==> src/rtl/dot11_tx_pkg.sv <==
// Shared definitions for the 802.11a/g transmit PLCP framer: rate codes,
// framer states and the rate-to-N_DBPS lookup.
package dot11_tx_pkg;

  localparam logic [3:0] RATE_6M  = 4'b1101;
  localparam logic [3:0] RATE_9M  = 4'b1111;
  localparam logic [3:0] RATE_12M = 4'b0101;
  localparam logic [3:0] RATE_18M = 4'b0111;
  localparam logic [3:0] RATE_24M = 4'b1001;
  localparam logic [3:0] RATE_36M = 4'b1011;
  localparam logic [3:0] RATE_48M = 4'b0001;
  localparam logic [3:0] RATE_54M = 4'b0011;

  localparam int SERVICE_BITS = 16;
  localparam int TAIL_BITS    = 6;

  typedef enum logic [2:0] {
    S_IDLE,
    S_SIGNAL,
    S_SERVICE,
    S_PSDU,
    S_TAIL,
    S_PAD
  } state_t;

  // Zero marks an unsupported code, which doubles as the validity test.
  function automatic logic [8:0] rate_to_ndbps(input logic [3:0] rate);
    case (rate)
      RATE_6M:  return 9'd24;
      RATE_9M:  return 9'd36;
      RATE_12M: return 9'd48;
      RATE_18M: return 9'd72;
      RATE_24M: return 9'd96;
      RATE_36M: return 9'd144;
      RATE_48M: return 9'd192;
      RATE_54M: return 9'd216;
      default:  return 9'd0;
    endcase
  endfunction

endpackage

==> src/rtl/dot11_tx_scrambler.sv <==
// Frame-synchronous scrambler, x^7 + x^4 + 1, with seed load and
// per-bit advance.
module dot11_tx_scrambler (
  input  logic       i_clock,
  input  logic       i_reset,
  input  logic       i_load,
  input  logic [6:0] i_seed,
  input  logic       i_advance,
  input  logic       i_data,
  output logic       o_data
);

  logic [6:0] r_state;
  logic       w_fb;

  assign w_fb   = r_state[6] ^ r_state[3];
  assign o_data = i_data ^ w_fb;

  always_ff @(posedge i_clock) begin
    if (i_reset) begin
      r_state <= 7'd0;
    end else if (i_load) begin
      r_state <= i_seed;
    end else if (i_advance) begin
      r_state <= {r_state[5:0], w_fb};
    end
  end

endmodule

==> src/rtl/dot11_tx_plcp_framer.sv <==
// Legacy OFDM PLCP framer: SIGNAL field, then scrambled SERVICE/PSDU/tail/pad,
// one bit per handshake with OFDM symbol markers.
module dot11_tx_plcp_framer
  import dot11_tx_pkg::*;
#(
  parameter int PSDU_LEN_WIDTH = 12,
  parameter int NSYM_WIDTH     = 12
) (
  input  logic                      i_clock,
  input  logic                      i_reset,
  input  logic                      i_start,
  input  logic [3:0]                i_rate,
  input  logic [PSDU_LEN_WIDTH-1:0] i_psdu_len,
  input  logic [6:0]                i_scram_seed,
  output logic                      o_param_err,
  output logic                      o_busy,
  input  logic [7:0]                i_byte_in,
  input  logic                      i_byte_in_valid,
  output logic                      o_byte_in_ready,
  output logic                      o_bit_out,
  output logic                      o_bit_out_valid,
  input  logic                      i_bit_out_ready,
  output logic                      o_bit_is_signal,
  output logic                      o_sym_last,
  output logic                      o_frame_done,
  output logic [NSYM_WIDTH-1:0]     o_n_ofdm_sym
);

  state_t                    r_state, r_state_next;
  logic [3:0]                r_rate;
  logic [PSDU_LEN_WIDTH-1:0] r_len, r_fetch_left, r_send_left;
  logic [8:0]                r_ndbps, r_dcnt;
  logic [4:0]                r_sig_cnt;
  logic [3:0]                r_svc_cnt;
  logic [2:0]                r_tail_cnt, r_bit_idx;
  logic [7:0]                r_byte;
  logic                      r_byte_full, r_param_err, r_done;
  logic [NSYM_WIDTH-1:0]     r_nsym;

  logic [8:0]  w_ndbps_in;
  logic        w_start_ok, w_start_bad, w_xfer, w_data_state, w_sym_end;
  logic        w_consume, w_fetch_ok, w_raw_bit, w_scr_bit, w_frame_end;
  logic [23:0] w_signal;

  assign w_ndbps_in  = rate_to_ndbps(i_rate);
  assign w_start_ok  = i_start && (r_state == S_IDLE) && (w_ndbps_in != 9'd0) &&
                       (i_psdu_len != '0) && (i_scram_seed != 7'd0);
  assign w_start_bad = i_start && (r_state == S_IDLE) && !w_start_ok;

  // Index i of w_signal is the i-th transmitted SIGNAL bit.
  assign w_signal[3:0]   = {r_rate[0], r_rate[1], r_rate[2], r_rate[3]};
  assign w_signal[4]     = 1'b0;
  assign w_signal[16:5]  = 12'(r_len);
  assign w_signal[17]    = ^w_signal[16:0];
  assign w_signal[23:18] = 6'd0;

  assign w_xfer       = o_bit_out_valid && i_bit_out_ready;
  assign w_data_state = (r_state == S_SERVICE) || (r_state == S_PSDU) ||
                        (r_state == S_TAIL) || (r_state == S_PAD);
  assign w_sym_end    = (r_dcnt == r_ndbps - 9'd1);
  assign w_consume    = w_xfer && (r_state == S_PSDU) && (r_bit_idx == 3'd7);
  assign w_fetch_ok   = ((r_state == S_SERVICE) || (r_state == S_PSDU)) &&
                        (r_fetch_left != '0);
  // Refill in the same cycle the last bit of the held byte leaves: no bubble.
  assign o_byte_in_ready = w_fetch_ok && i_byte_in_valid && (!r_byte_full || w_consume);
  assign w_raw_bit    = (r_state == S_PSDU) ? r_byte[r_bit_idx] : 1'b0;
  assign w_frame_end  = w_xfer && w_sym_end &&
                        (((r_state == S_TAIL) && (r_tail_cnt == 3'(TAIL_BITS - 1))) ||
                         (r_state == S_PAD));

  dot11_tx_scrambler u_scrambler (
    .i_clock   (i_clock),
    .i_reset   (i_reset),
    .i_load    (w_start_ok),
    .i_seed    (i_scram_seed),
    .i_advance (w_xfer && w_data_state),
    .i_data    (w_raw_bit),
    .o_data    (w_scr_bit)
  );

  always_ff @(posedge i_clock) begin
    if (i_reset) r_state <= S_IDLE;
    else         r_state <= r_state_next;
  end

  always_comb begin
    r_state_next    = r_state;
    o_bit_out       = 1'b0;
    o_bit_out_valid = 1'b0;
    o_bit_is_signal = 1'b0;
    o_sym_last      = 1'b0;
    case (r_state)
      S_IDLE: if (w_start_ok) r_state_next = S_SIGNAL;
      S_SIGNAL: begin
        o_bit_out_valid = 1'b1;
        o_bit_out       = w_signal[r_sig_cnt];
        o_bit_is_signal = 1'b1;
        o_sym_last      = (r_sig_cnt == 5'd23);
        if (w_xfer && r_sig_cnt == 5'd23) r_state_next = S_SERVICE;
      end
      S_SERVICE: begin
        o_bit_out_valid = 1'b1;
        o_bit_out       = w_scr_bit;
        o_sym_last      = w_sym_end;
        if (w_xfer && r_svc_cnt == 4'(SERVICE_BITS - 1)) r_state_next = S_PSDU;
      end
      S_PSDU: begin
        o_bit_out_valid = r_byte_full;
        o_bit_out       = w_scr_bit;
        o_sym_last      = r_byte_full && w_sym_end;
        if (w_consume && r_send_left == PSDU_LEN_WIDTH'(1)) r_state_next = S_TAIL;
      end
      S_TAIL: begin
        o_bit_out_valid = 1'b1;
        o_sym_last      = w_sym_end;
        if (w_xfer && r_tail_cnt == 3'(TAIL_BITS - 1))
          r_state_next = w_sym_end ? S_IDLE : S_PAD;
      end
      S_PAD: begin
        o_bit_out_valid = 1'b1;
        o_bit_out       = w_scr_bit;
        o_sym_last      = w_sym_end;
        if (w_xfer && w_sym_end) r_state_next = S_IDLE;
      end
      default: r_state_next = S_IDLE;
    endcase
  end

  always_ff @(posedge i_clock) begin
    if (i_reset) begin
      r_rate <= '0; r_len <= '0; r_ndbps <= '0; r_dcnt <= '0; r_nsym <= '0;
      r_sig_cnt <= '0; r_svc_cnt <= '0; r_tail_cnt <= '0; r_bit_idx <= '0;
      r_fetch_left <= '0; r_send_left <= '0; r_byte <= '0; r_byte_full <= 1'b0;
      r_param_err <= 1'b0; r_done <= 1'b0;
    end else begin
      r_param_err <= w_start_bad;
      r_done      <= w_frame_end;
      if (w_start_ok) begin
        r_rate <= i_rate; r_len <= i_psdu_len; r_ndbps <= w_ndbps_in;
        r_dcnt <= '0; r_nsym <= '0; r_sig_cnt <= '0; r_svc_cnt <= '0;
        r_tail_cnt <= '0; r_bit_idx <= '0; r_byte_full <= 1'b0;
        r_fetch_left <= i_psdu_len; r_send_left <= i_psdu_len;
      end else begin
        if (w_xfer) begin
          case (r_state)
            S_SIGNAL:  r_sig_cnt  <= r_sig_cnt + 5'd1;
            S_SERVICE: r_svc_cnt  <= r_svc_cnt + 4'd1;
            S_PSDU:    r_bit_idx  <= r_bit_idx + 3'd1;
            S_TAIL:    r_tail_cnt <= r_tail_cnt + 3'd1;
            default:   ;
          endcase
        end
        if (w_xfer && w_data_state) begin
          if (w_sym_end) begin
            r_dcnt <= '0;
            r_nsym <= r_nsym + NSYM_WIDTH'(1);
          end else begin
            r_dcnt <= r_dcnt + 9'd1;
          end
        end
        if (o_byte_in_ready) begin
          r_byte       <= i_byte_in;
          r_byte_full  <= 1'b1;
          r_fetch_left <= r_fetch_left - PSDU_LEN_WIDTH'(1);
        end else if (w_consume) begin
          r_byte_full  <= 1'b0;
        end
        if (w_consume) r_send_left <= r_send_left - PSDU_LEN_WIDTH'(1);
      end
    end
  end

  assign o_busy       = (r_state != S_IDLE);
  assign o_param_err  = r_param_err;
  assign o_frame_done = r_done;
  assign o_n_ofdm_sym = r_nsym;

endmodule

==> config.mk <==
export PLATFORM = sky130hd
export DESIGN_NAME = dot11_tx_plcp_framer
export DESIGN_NICKNAME = d
export VERILOG_FILES = /design/src/rtl/dot11_tx_pkg.sv /design/src/rtl/dot11_tx_scrambler.sv /design/src/rtl/dot11_tx_plcp_framer.sv
export SDC_FILE = /design/constraint.sdc
export NUM_CORES = 1
export LEC_CHECK = 0
export CAP_MARGIN = 20
export CORE_MARGIN = 1.5
export CORE_UTILIZATION = 30
export CTS_BUF_LIST = sky130_fd_sc_hd__clkbuf_16
export DETAILED_ROUTE_END_ITERATION = 12
export GPL_TIMING_DRIVEN = 0
export PLACE_DENSITY = 0.46
export SLEW_MARGIN = 25
export SYNTH_ARGS = -nofsm -noshare
export SYNTH_HDL_FRONTEND = slang
export SYNTH_SLANG_ARGS = --single-unit
export TNS_END_PERCENT = 20
==> constraint.sdc <==
create_clock -name i_clock -period 3 [get_ports i_clock]
set_input_delay 0.45 -clock i_clock [delete_from_list [all_inputs] [get_ports i_clock]]
set_output_delay 0.45 -clock i_clock [all_outputs]
set_load 0.01 [all_outputs]
==> results of run 1 <==
==> final timing paths <==
kind,start,endpoint,slack [ns],cells after the start
min,r_byte[0],r_byte[0],0.46,2
max reg2reg,r_state[1],o_n_ofdm_sym[1],0.19,10
min reg2reg,r_byte[0],r_byte[0],0.46,2
max,i_rate[0],r_sig_cnt[1],0.03,8
==> worst max-delay path: cells and delay by family <==
family	cells	cell delay (ns)
buf+inv	4	1.59
simple gates	4	1.15
==> metal layers <==
layer | GRT usage | share of wire | wire length, um
met5 | 0 | 0 | 0
met4 | 0.0449 | 0.013 | 195
met3 | 0.0339 | 0.036 | 542
met2 | 0.275 | 0.46 | 7000
met1 | 0.231 | 0.49 | 7450
==> flip-flops by register name (all words and copies together), names as in the netlist, 3 cells and up <==
signal / cells
o_n_ofdm_sym: 12
r_bit_idx: 3
r_byte: 8
r_dcnt: 9
r_fetch_left: 12
r_len: 12
r_ndbps: 6
r_rate: 4
r_send_left: 12
r_sig_cnt: 5
r_state: 3
r_svc_cnt: 4
r_tail_cnt: 3
u_scrambler.r_state: 7
==> timing repair <==
action	in CTS	in global routing
resized for setup	16	15
buffers inserted	2	1
setup endpoints to repair	23	50
pin swaps	2	2
==> final cells by class <==
| class | count | area share |
|---|---|---|
| Clock inverter | 6 | 0.0101 |
| Timing Repair Buffer | 58 | 0.0878 |
| Tap cell | 225 | 0.0428 |
| Multi-Input combinational cell | 480 | 0.480 |
| Buffer | 31 | 0.0209 |
| Sequential cell | 103 | 0.314 |
| Inverter | 17 | 0.00971 |
| Clock buffer | 9 | 0.0343 |
==> power by group through the flow <==
stage / Sequential [mW] / Clock [mW] / Combinational (mW)
after floorplan: 1.62 / 0 / 0.724
after global placement: 1.65 / 0 / 1.04
after detailed placement: 1.65 / 0 / 1.06
after CTS: 1.62 / 1.22 / 1.08
after global routing: 1.64 / 1.28 / 1.21
final: 1.63 / 1.19 / 1.09
==> cell families after synthesis <==
kind of cell | Yosys count
simple gates | 258
buf+inv | 50
mux | 15
flops | 103
compound gates | 132
xor+xnor | 61
fa+ha+maj | 14
==> stage by stage <==
stage	hold slack (ns)	instances	instance area, sq um
floorplan	0.433	633	5330
CTS	0.464	930	6520
detailed placement	0.453	913	6160
global placement	0.446	913	6160
finish	0.461	929	6570
global route	0.479	929	6570
==> Yosys cell counts, types with 5 or more instances <==
master,instances,area share
inv_1,17,0.012
o21bai_1,10,0.014
xor2_1,26,0.043
nand4_1,10,0.012
ha_1,14,0.033
and3_1,7,0.0082
nor2b_1,6,0.0070
mux4_2,5,0.021
a311oi_1,6,0.0099
a211oi_1,6,0.0084
or4_1,7,0.0099
o21ai_0,15,0.014
nor2_1,43,0.030
xnor2_1,32,0.053
nand2_1,90,0.063
nand3_1,32,0.030
nor4_1,12,0.014
mux2i_1,10,0.019
a21oi_1,69,0.065
or3_1,7,0.0082
o31ai_1,7,0.0099
nor3_1,17,0.016
dfxtp_1,103,0.39
clkbuf_1,28,0.020
nand4b_1,6,0.0099
==> impl_metrics.py, run 1 <==
metrics = {
    "placement": {
        "gp_congestion": 0.828,
        "dpl_worst_slack_ns": -0.776,
        "port_buffers": 55,
        "dpl.hpwl_um": 11600,
    },
    "logic_synthesis": {
        "synthCells": 633,
        "netlist_area_sq_mm": 0.00533,
        "ys_ff_latch": 103,
        "synth_simple_gate_area_frac": 0.244,
        "synthDistinctLibCells": 56,
        "synth_nets": 683,
        "synth_top_family_by_area": "simple AND/OR/NAND/NOR gates",
        "synth_compound_area_frac": 0.152,
        "synth_xor_area_frac": 0.108,
        "synth_edf_count": 0,
        "synth.area.mux_share": 0.0399,
        "syn_area_per_cell_sq_um": 8.42,
        "synthArstFlopShare": 0,
        "ys_warn_count": 0,
        "synth_fa_ha_area_frac": 0.0329,
        "yosysSeqAreaShare": 0.387,
        "synthFlopType": "dfxtp_1",
    },
    "sta": {
        "fin_setup_tns_ns": 0,
        "layout_setup_ws_ns": 0.0347,
        "finalCritPeriodShare": 0.988,
        "rsz0062_at_grt": "true",
        "clock_skew_ns": 0.00978,
        "relSlewSlack": 0.599,
        "worst_pin_slew_ns": 0.595,
        "fin_crit_ns": 2.97,
        "finalSetupViolCount": 0,
        "finalHoldViolations": 0,
        "slew_viol_final": 0,
        "fmax_ghz": 0.337,
    },
    "power_and_ir_drop": {
        "clockPowerShare": 0.305,
        "irDropWorstVdd_mv": 0.316,
        "total_power_mw": 3.91,
        "power_frac_comb": 0.278,
        "p_leak_nw": 2.25,
        "internal_power_mw": 2.63,
        "power_density_mw_per_mm2": 595,
        "swShare": 0.328,
        "sequentialPowerShare": 0.416,
        "power.switching_mw": 1.28,
    },
    "finish": {
        "diodes": 0,
        "drive_above_1_share": 0.0810,
        "fill_cells": 1783,
        "layout_commonest_cell": "dfxtp_1",
        "fin_util": 0.379,
        "multi_input_area_sq_mm": 0.00316,
        "finalNetCount": 750,
        "final_cell_mix": "dfxtp_1, nand2_1, a21oi_1",
        "register_area_sq_mm": 0.00206,
        "area_delta_synth_final_pct": 23.3,
    },
    "floorplan": {
        "ios": 56,
        "die_area_sq_mm": 0.0186,
        "rows": 48,
        "die_h_um": 136,
        "die_x_um": 136,
        "start_util": 0.307,
        "fp.coreArea_sq_mm": 0.0174,
    },
    "cts": {
        "cts.sinks": 103,
        "cts_buffers": 9,
        "cts_tree": "yes",
        "clk_pin_slew_ns": 0.07,
        "clockBufferDepth": 2,
        "clk_latency_ns": 0.36,
        "clock-root-buffer": "clkbuf_16",
        "holdBufCountCts": 0,
        "h-tree-depth": 3,
    },
    "min_path": {
        "hold_path_class": "reg2reg",
    },
    "route": {
        "drtIter0Drc": 277,
        "finalWirelength_um": 15200,
        "firstDrtPassIters": 5,
        "drc": 0,
        "post_drt_wl_per_cell_um": 16.3,
        "vias": 4700,
        "drt-vias-per-instance": 5.06,
        "drtAntennaViolNets": 0,
    },
    "setup_path": {
        "cp.arrival_ns": 3.19,
        "crit_type": "in2reg",
        "crit_fanout": 10,
        "crit_required_ns": 3.23,
        "slowest_stage": "clkdlybuf4s50_1",
        "worstSetupEndpointType": "register",
        "max_stage_delay_ns": 0.58,
        "start_kind": "primary input",
        "critical_path.cell_chain": "clkdlybuf4s50_1, inv_1, nor4_2, nand3_1, nand2b_1, clkbuf_1, buf_1, nor2_1",
    },
    "global_routing": {
        "grt_max_degree": 18,
        "gr-total-overflow": 0,
        "track_usage": 0.170,
        "first_global_vias": 4636,
        "grt_pass1_wl_um": 24400,
        "antenna_found_initial": 0,
    },
    "run": {
        "drv_cap": 0,
    },
    "run_status": {
        "status": "finished clean",
    },
}
Note: power is estimated with default switching activity, not from simulation.
==> run 2: changes to the inputs <==
--- a/config.mk
+++ b/config.mk
@@ -12,7 +12,6 @@
 export DETAILED_ROUTE_END_ITERATION = 12
 export GPL_TIMING_DRIVEN = 0
 export PLACE_DENSITY = 0.46
-export SLEW_MARGIN = 25
 export SYNTH_ARGS = -nofsm -noshare
 export SYNTH_HDL_FRONTEND = slang
 export SYNTH_SLANG_ARGS = --single-unit
==> results of run 2 <==
Final layout, timing and power as in run 1 (identical DEF).
==> run 3: changes to the inputs <==
--- a/config.mk
+++ b/config.mk
@@ -12,6 +12,7 @@
 export DETAILED_ROUTE_END_ITERATION = 12
 export GPL_TIMING_DRIVEN = 0
 export PLACE_DENSITY = 0.46
+export SLEW_MARGIN = 20
 export SYNTH_ARGS = -nofsm -noshare
 export SYNTH_HDL_FRONTEND = slang
 export SYNTH_SLANG_ARGS = --single-unit
==> results of run 3 <==
Final layout, timing and power as in run 1 (identical DEF).
